$ cat src/rtl/rr_process_scheduler.sv
// ---------------------------------------------------------------------------
// rr_process_scheduler
//
// Round-robin process scheduler with a per-slot quantum timer. Each of the
// NUM_PROC slots holds a process state and a saved PC. On every dispatch the
// scheduler issues a one-cycle PC-load command to the CPU's PC register.
//
// Ports
//   clock, reset       : system clock, synchronous active-high reset
//   create_valid/_id/_pc : create a READY process in a slot with an initial PC
//   start              : leave IDLE and begin scheduling
//   quantum_cfg        : quantum length in retired instructions (0 acts as 1)
//   instr_retire       : running process retired one instruction
//   retire_pc          : PC of the next instruction of the running process
//   io_block           : running process blocks on I/O (saves retire_pc)
//   proc_exit          : running process terminates
//   io_wake/_id        : I/O completion for a BLOCKED slot
//   load_pc_valid/load_pc : one-cycle PC-load command for the dispatched process
//   current_id         : running or most recently run slot
//   running/waiting/all_done : FSM in RUN / WAIT / DONE
// ---------------------------------------------------------------------------
module rr_process_scheduler #(
   parameter  int NUM_PROC = 8,
   parameter  int PC_W     = 32,
   parameter  int Q_W      = 8,
   localparam int ID_W     = (NUM_PROC > 1) ? $clog2(NUM_PROC) : 1
) (
   input  logic            clock,
   input  logic            reset,
   input  logic            create_valid,
   input  logic [ID_W-1:0] create_id,
   input  logic [PC_W-1:0] create_pc,
   input  logic            start,
   input  logic [Q_W-1:0]  quantum_cfg,
   input  logic            instr_retire,
   input  logic [PC_W-1:0] retire_pc,
   input  logic            io_block,
   input  logic            proc_exit,
   input  logic            io_wake,
   input  logic [ID_W-1:0] io_wake_id,
   output logic            load_pc_valid,
   output logic [PC_W-1:0] load_pc,
   output logic [ID_W-1:0] current_id,
   output logic            running,
   output logic            waiting,
   output logic            all_done
);

   typedef enum logic [2:0] {
      S_IDLE, S_SELECT, S_DISPATCH, S_RUN, S_WAIT, S_DONE
   } fsm_e;

   typedef enum logic [2:0] {
      SL_EMPTY, SL_READY, SL_RUNNING, SL_BLOCKED, SL_FINISHED
   } slot_e;

   fsm_e            state_q;
   slot_e           slot_q     [NUM_PROC];
   logic [PC_W-1:0] saved_pc_q [NUM_PROC];
   logic [ID_W-1:0] cur_q;
   logic [Q_W-1:0]  qcnt_q;
   logic            first_q;
   logic            load_pc_valid_q;
   logic [PC_W-1:0] load_pc_q;

   // Combinational search / event qualification
   int              base_i;
   logic [ID_W-1:0] idx_d;
   logic [ID_W-1:0] sel_id_d;
   logic            sel_found_d;
   logic            any_ready_d;
   logic            any_blocked_d;
   logic [Q_W-1:0]  q_load_d;
   logic            wake_hit_d;
   logic            create_ok_d;
   logic            expire_d;

   // Round-robin search. Before the first dispatch the search starts at slot 0
   // so the lowest created slot runs first; afterwards it starts just past
   // current_id and ends at current_id itself. The loop runs from the farthest
   // position down so the nearest READY slot is the one left in sel_id_d.
   always_comb begin
      base_i      = first_q ? (NUM_PROC - 1) : int'(cur_q);
      idx_d       = '0;
      sel_id_d    = '0;
      sel_found_d = 1'b0;
      for (int i = NUM_PROC; i >= 1; i--) begin
         idx_d = ID_W'((base_i + i) % NUM_PROC);
         if (slot_q[idx_d] == SL_READY) begin
            sel_found_d = 1'b1;
            sel_id_d    = idx_d;
         end
      end
   end

   always_comb begin
      any_ready_d   = 1'b0;
      any_blocked_d = 1'b0;
      for (int j = 0; j < NUM_PROC; j++) begin
         if (slot_q[ID_W'(j)] == SL_READY)   any_ready_d   = 1'b1;
         if (slot_q[ID_W'(j)] == SL_BLOCKED) any_blocked_d = 1'b1;
      end
   end

   assign q_load_d    = (quantum_cfg == '0) ? Q_W'(1) : quantum_cfg;
   assign wake_hit_d  = io_wake && (state_q != S_IDLE) &&
                        (slot_q[io_wake_id] == SL_BLOCKED);
   assign create_ok_d = create_valid && (state_q != S_DONE) &&
                        (slot_q[create_id] != SL_RUNNING);
   assign expire_d    = (qcnt_q == Q_W'(1)) || (qcnt_q == '0);

   always_ff @(posedge clock) begin
      if (reset) begin
         state_q         <= S_IDLE;
         slot_q          <= '{default: SL_EMPTY};
         saved_pc_q      <= '{default: '0};
         cur_q           <= '0;
         qcnt_q          <= '0;
         first_q         <= 1'b1;
         load_pc_valid_q <= 1'b0;
         load_pc_q       <= '0;
      end else begin
         load_pc_valid_q <= 1'b0;

         // Slot-table side effects; FSM updates below are written later so
         // they win when they touch the same slot in the same cycle.
         if (wake_hit_d) slot_q[io_wake_id] <= SL_READY;
         if (create_ok_d) begin
            slot_q[create_id]     <= SL_READY;
            saved_pc_q[create_id] <= create_pc;
         end

         case (state_q)
            S_IDLE: begin
               if (start) state_q <= (any_ready_d || create_ok_d) ? S_SELECT : S_DONE;
            end
            S_SELECT: begin
               if (sel_found_d) begin
                  cur_q            <= sel_id_d;
                  first_q          <= 1'b0;
                  slot_q[sel_id_d] <= SL_RUNNING;
                  qcnt_q           <= q_load_d;
                  load_pc_valid_q  <= 1'b1;
                  // A create landing on the chosen slot this cycle supplies the PC.
                  load_pc_q        <= (create_ok_d && (create_id == sel_id_d)) ?
                                      create_pc : saved_pc_q[sel_id_d];
                  state_q          <= S_DISPATCH;
               end else if (wake_hit_d || create_ok_d) begin
                  // A slot becomes READY this edge; search again next cycle.
                  state_q <= S_SELECT;
               end else if (any_blocked_d) begin
                  state_q <= S_WAIT;
               end else begin
                  state_q <= S_DONE;
               end
            end
            S_DISPATCH: begin
               state_q <= S_RUN;
            end
            S_RUN: begin
               if (proc_exit) begin
                  slot_q[cur_q] <= SL_FINISHED;
                  state_q       <= S_SELECT;
               end else if (io_block) begin
                  slot_q[cur_q]     <= SL_BLOCKED;
                  saved_pc_q[cur_q] <= retire_pc;
                  state_q           <= S_SELECT;
               end else if (instr_retire) begin
                  qcnt_q <= qcnt_q - Q_W'(1);
                  if (expire_d) begin
                     slot_q[cur_q]     <= SL_READY;
                     saved_pc_q[cur_q] <= retire_pc;
                     state_q           <= S_SELECT;
                  end
               end
            end
            S_WAIT: begin
               if (wake_hit_d || create_ok_d) state_q <= S_SELECT;
            end
            S_DONE: begin
               state_q <= S_DONE;
            end
            default: state_q <= S_IDLE;
         endcase
      end
   end

   assign load_pc_valid = load_pc_valid_q;
   assign load_pc       = load_pc_q;
   assign current_id    = cur_q;
   assign running       = (state_q == S_RUN);
   assign waiting       = (state_q == S_WAIT);
   assign all_done      = (state_q == S_DONE);

endmodule

$ cat config.mk
export PLATFORM = sky130hd
export DESIGN_NAME = rr_process_scheduler
export DESIGN_NICKNAME = d
export VERILOG_FILES = /design/src/rtl/rr_process_scheduler.sv
export SDC_FILE = /design/constraint.sdc
export NUM_CORES = 1
export LEC_CHECK = 0
export ABC_CLOCK_PERIOD_IN_PS = 5400
export CAP_MARGIN = 30
export CORE_MARGIN = 2
export CORE_UTILIZATION = 60
export CTS_CLUSTER_DIAMETER = 60
export CTS_CLUSTER_SIZE = 40
export DETAILED_ROUTE_END_ITERATION = 7
export GPL_TIMING_DRIVEN = 0
export MAX_ROUTING_LAYER = met4
export PLACE_DENSITY = 0.78
export SLEW_MARGIN = 20
export SYNTH_ARGS = -nofsm -noshare
export SYNTH_HDL_FRONTEND = slang
export SYNTH_SLANG_ARGS = --single-unit
$ cat constraint.sdc
create_clock -name clock -period 5.4 [get_ports clock]
set_input_delay 0.54 -clock clock [delete_from_list [all_inputs] [get_ports clock]]
set_output_delay 0.54 -clock clock [all_outputs]
set_load 0.03 [all_outputs]
# Word-level counts from Yosys, hierarchy flattened
# Cells that the tools add are included.
# classes
add_sub_neg	9
n_lt_le_gt_ge	16
n_eq_ne	34
n_mux	108
bitwise_logic	31
n_reduce_logical	21
# op_table
op	n
256-bit 2-to-1 mux	7
256-bit bitwise mux	2
24-bit 2-to-1 mux	9
32-bit demux with 3-bit select	2
32-bit 2-to-1 mux	5
3-bit 2-to-1 mux	42
32-bit binary-select mux with 3-bit select	1
3-bit binary-select mux with 3-bit select	10
16-bit bitwise AND	5
16-bit NOT	5
4-bit greater-or-equal comparator (second input constant)	12
3-bit NOT with 4-bit output	12
24-bit one-hot mux with 2 select lines	1
8-bit 2-to-1 mux	5
8-bit bitwise OR	5
3-bit by 1-bit == test with 1-bit output (second input constant)	13
3-bit demux with 3-bit select	4
3-bit by 2-bit == test with 1-bit output (second input constant)	7
1-bit 2-to-1 mux	18
3-bit one-hot mux with 6 select lines	1
8-bit logical NOT	2
4-bit by 1-bit < comparator with 1-bit output (second input constant)	4
16-bit bitwise OR	1
8-bit one-hot mux with 2 select lines	1
other kinds (25)	45
# totals
ff_bits	328
in_bits	86
output_inout_bits	39
wordCells	241

# Logic depth before layout (Yosys ltp)
# logic_depth
word_depth	24
ltp_mapped	20
depth_no_buf	14

# Worst setup path before layout
# OpenSTA, ideal clock, no wires.
# synth_timing
path_kind	register to register
from	reg cur_q[1] (netlist: current_id[1])
to	reg load_pc_q[10] (netlist: load_pc[10])
setup_time_ps	128
arrival_time_ps	3787
required_ps	5272
slack_ps	1486
stages_incl_launch_ff	19
n_path_buf	4
synth_period_minus_slack_ps	3914
cell_sequence	dfxtp_1 -> buf_4 -> buf_2 -> nor2_2 -> inv_1 -> ha_1 -> clkbuf_2 -> nor3b_1 -> a22o_1 -> nor2_2 -> a221oi_2 -> a211oi_1 -> a221o_1 -> a311oi_2 -> o21ba_2 -> clkbuf_1 -> a32oi_1 -> o221ai_1 -> o21ai_1
# synth_between
elab_chain_cells	20
elab_cells_between_ends	73
classes_between	add/sub (8); eq/ne (9); mux (45); bitwise (9); reduce/logical (2)
# synth_lines
item	line	source
start, declared	60	logic [ID_W-1:0] cur_q;
start signal, assigned	139	cur_q <= sel_id_d;
3-bit 2-to-1 mux (*)	83	base_i = first_q ? (NUM_PROC - 1) : int'(cur_q);
3-bit by 1-bit adder with 3-bit output	88	idx_d = ID_W'((base_i + i) % NUM_PROC);
3-bit NOT with 4-bit output (not written as such)	89	if (slot_q[idx_d] == SL_READY) begin
3-bit binary-select mux with 3-bit select	89	
3-bit 2-to-1 mux (not written as such) (2 in series)	89	
3-bit by 1-bit == test with 1-bit output	89	
3-bit 2-to-1 mux (8 in series)	89	
3-bit NOT with 4-bit output (not written as such)	146	create_pc : saved_pc_q[sel_id_d];
32-bit binary-select mux with 3-bit select	146	
32-bit 2-to-1 mux (not written as such) (2 in series)	146	
32-bit 2-to-1 mux	145	load_pc_q <= (create_ok_d && (create_id == sel_id_d)) ?
end signal, assigned	145	
end, declared	64	logic [PC_W-1:0] load_pc_q;
# Every way passes the cells marked *; elsewhere a longest branch is shown, timed or not. The select of a mux whose other input is x is not followed.
# A chain may end at the register's enable or synchronous reset.

# Final worst setup path
# layout_timing
from	reg cur_q[1] (netlist: current_id[1])
to	reg load_pc_q[28] (netlist: load_pc[28])
# Same word-level chain as after synthesis.

==> results.toml <==
[status]
status = "finished, final reports clean"

[timing]
max_freq_ghz = 0.1899
setup_ws_ns = 0.1343
maxSlewViolCount = 0
holdWs_ns = 0.3493
hold_violations = 0
tns_ns = 0
setup_viol = 0
slew_headroom_pct = 28.15
timing.final.crit_share_pct = 97.51
min_period_ns = 5.266
rsz0062_at_grt = "false"
worst_pin_slew_ns = 1.070
fin_skew_ns = 0.03915

[clock_network]
clk_pin_slew_ns = 0.07
numCtsBuffers = 34
clk_latency_ns = 0.53
clock_path_buffers = 3
cts_sinks = 328
cts_root_buf = "clkbuf_16"
hold_buffers = 0
ctsHtreeMaxLevel = 2
cts_tree = "done"

[finish]
fin_nets = 2442
final_area_um2 = 20870
syn_to_final_growth_pct = 12.26
drive_above_1_share_pct = 8.624

[place]
dp_hpwl_um = 46340
io_buffer_count = 56
post-place-ws_ns = 0.2801
placed_area_um2 = 19670
globalplace.congestion = 0.9907

[critical_path]
crit_path_end_kind = "register"
startpoint_type = "register"
crit_arrival_ns = 5.65
crit_fanout = 10
critical_path_class = "reg2reg"
worst_ep_required_time_ns = 5.78

[floorplanning]
die_w_um = 180.0
start_util_pct = 60.77
ios = 125
die_h_um = 180.0
fp-row-count = 64
core_area_um2 = 30590
die_area_um2 = 32410

[route]
ant_nets = 0
m1WireLength_um = 26750
route.met3.wl_um = 8066
firstDrtPassIters = 8
drt_iter0_drc = 2471
wl_um = 68760
drc = 0
drt-vias-per-instance = 6.868
top_layer = "met4"
wl_per_cell_um = 24.78
routed-wl-met2_um = 29980
dr_total_vias = 19060

[global_routing]
grt_first_pass_wirelength_um = 104900
grt_overflow = 0
antenna_found_initial = 2
grt_max_degree = 18
grt_pass1_vias = 18210
grt_usage_pct = 41.65

[worst_hold_path]
hp-class = "in2reg"

[power_and_ir_drop]
ir_drop_mv = 0.6982
pwr_density_cell_nw_per_um2 = 629.0
p_leak_uw = 0.007579
power_uw = 13130

[yosys]
synth_cell_type_count = 89
netlist_area_um2 = 18590
netlist_top_cells_count = "nor2_1 (424), dfxtp_1 (328), mux2i_1 (301), a211oi_1 (265), nand2_1 (202)"
ys_warn_count = 0
yosys-top-cells-area = "dfxtp_1 (35%), mux2i_1 (16%), a211oi_1 (11%)"
synth-main-ff-cell = "dfxtp_1"
synth.most_common_cell = "nor2_1"
synth_edf_count = 0
syn-num-nets = 2346
seq_area_frac_synth_pct = 35.32
synthCells = 2257
yosysTopAreaCell = "dfxtp_1"
async_flop_share_pct = 0
syn_avg_cell_area_um2 = 8.237
synth_seq_cells = 328
synth_top_cell_area_share_pct = 35.32

[run]
cap_violations = 0
## power by group
group	switching (uW)	total, uW	internal (uW)
combinational	5360	7740	2380
sequential	188	2860	2670
clock	1100	2530	1430
total	6650	13100	6480
## timing repair
action                                  CTS  global route
endpoints found under the setup margin    0             3
setup buffers                             0             0
resized for setup                         0             3
## area by class of cell
class / instances / area (um^2)
antenna: 2 / 5.005
buffer: 258 / 1186
clock buffer: 40 / 913.4
clock inverter: 20 / 257.7
fill: 2600 / 9719
inverter: 23 / 86.33
multi-input combinational: 1648 / 10760
sequential: 328 / 6566
tap: 396 / 495.5
timing repair buffer: 60 / 595.6
## layer usage
layer	vias up	GRT usage, %
li1	8367	-
met1	9076	53.59
met2	1321	61.62
met3	295	9.337
met4	0	21.10
met5	-	-
## state kept, by name, indices dropped and copies added (netlist names)
register,cells
saved_pc_q,256
qcnt_q,8
state_q,3
first_q,1
load_pc,32
slot_q,24
current_id,3
load_pc_valid,1
## layout by cell type, fill, tap and decap left out, types with 7 or more instances in the layout
cell type	count
a21o_1	10
o21ai_1	35
clkbuf_1	152
nor3b_1	10
dfxtp_1	328
nor2b_1	7
nand2_1	202
o31ai_1	9
clkdlybuf4s50_1	56
nor2_1	423
o221ai_1	32
nand4_1	7
buf_1	13
nand3_1	14
buf_4	38
a32oi_1	34
a22oi_1	45
a31oi_1	7
a211oi_1	265
or3b_1	7
mux2i_1	301
buf_2	54
inv_1	21
a21oi_1	42
clkbuf_16	34
nor3_1	26
o21ai_0	25
nand2b_1	11
## metrics by stage
step,util [%],std cells
floorplan,-,2257
global placement,64.23,2709
detailed placement,64.30,2711
CTS,68.12,2771
global route,68.23,2775
finish,68.23,2775
## path summary, 6_finish.rpt
| check | end | slack, ns | startpoint | cells past startpoint |
|---|---|---|---|---|
| setup / recovery | load_pc[28] | 0.13 | current_id[1] | 17 |
| hold / removal | saved_pc_q[141] | 0.35 | retire_pc[13] | 3 |
| setup reg to reg | load_pc[28] | 0.13 | current_id[1] | 17 |
| hold reg to reg | qcnt_q[6] | 0.48 | qcnt_q[6] | 2 |
## cell families after synthesis
kind of cell,count (synthesis),share of synthesized area (%)
AOI/OAI and AO/OA,571,22.80
xor gates and xnor gates,3,0.1818
adders and majority gates,3,0.2019
buffers and inverters,281,6.838
DFF,328,35.32
muxes,309,16.93
and+or+nand+nor,762,17.73
## critical path: stages (launching register included)
cell,delay (ns)
dfxtp_1,0.34
buf_4,0.20
buf_2,0.20
nor2_2,0.26
inv_1,0.15
ha_1,0.31
clkbuf_2,0.21
o21ai_1,0.24
o22ai_1,0.21
nor2_2,0.38
nand3_1,0.16
nor3_2,0.57
nand2b_1,0.18
buf_2,0.31
nor2_1,0.15
o21ai_1,0.45
clkbuf_1,0.65
o21ai_1,0.16
No activity file was read; power rests on OpenSTA's default activity.
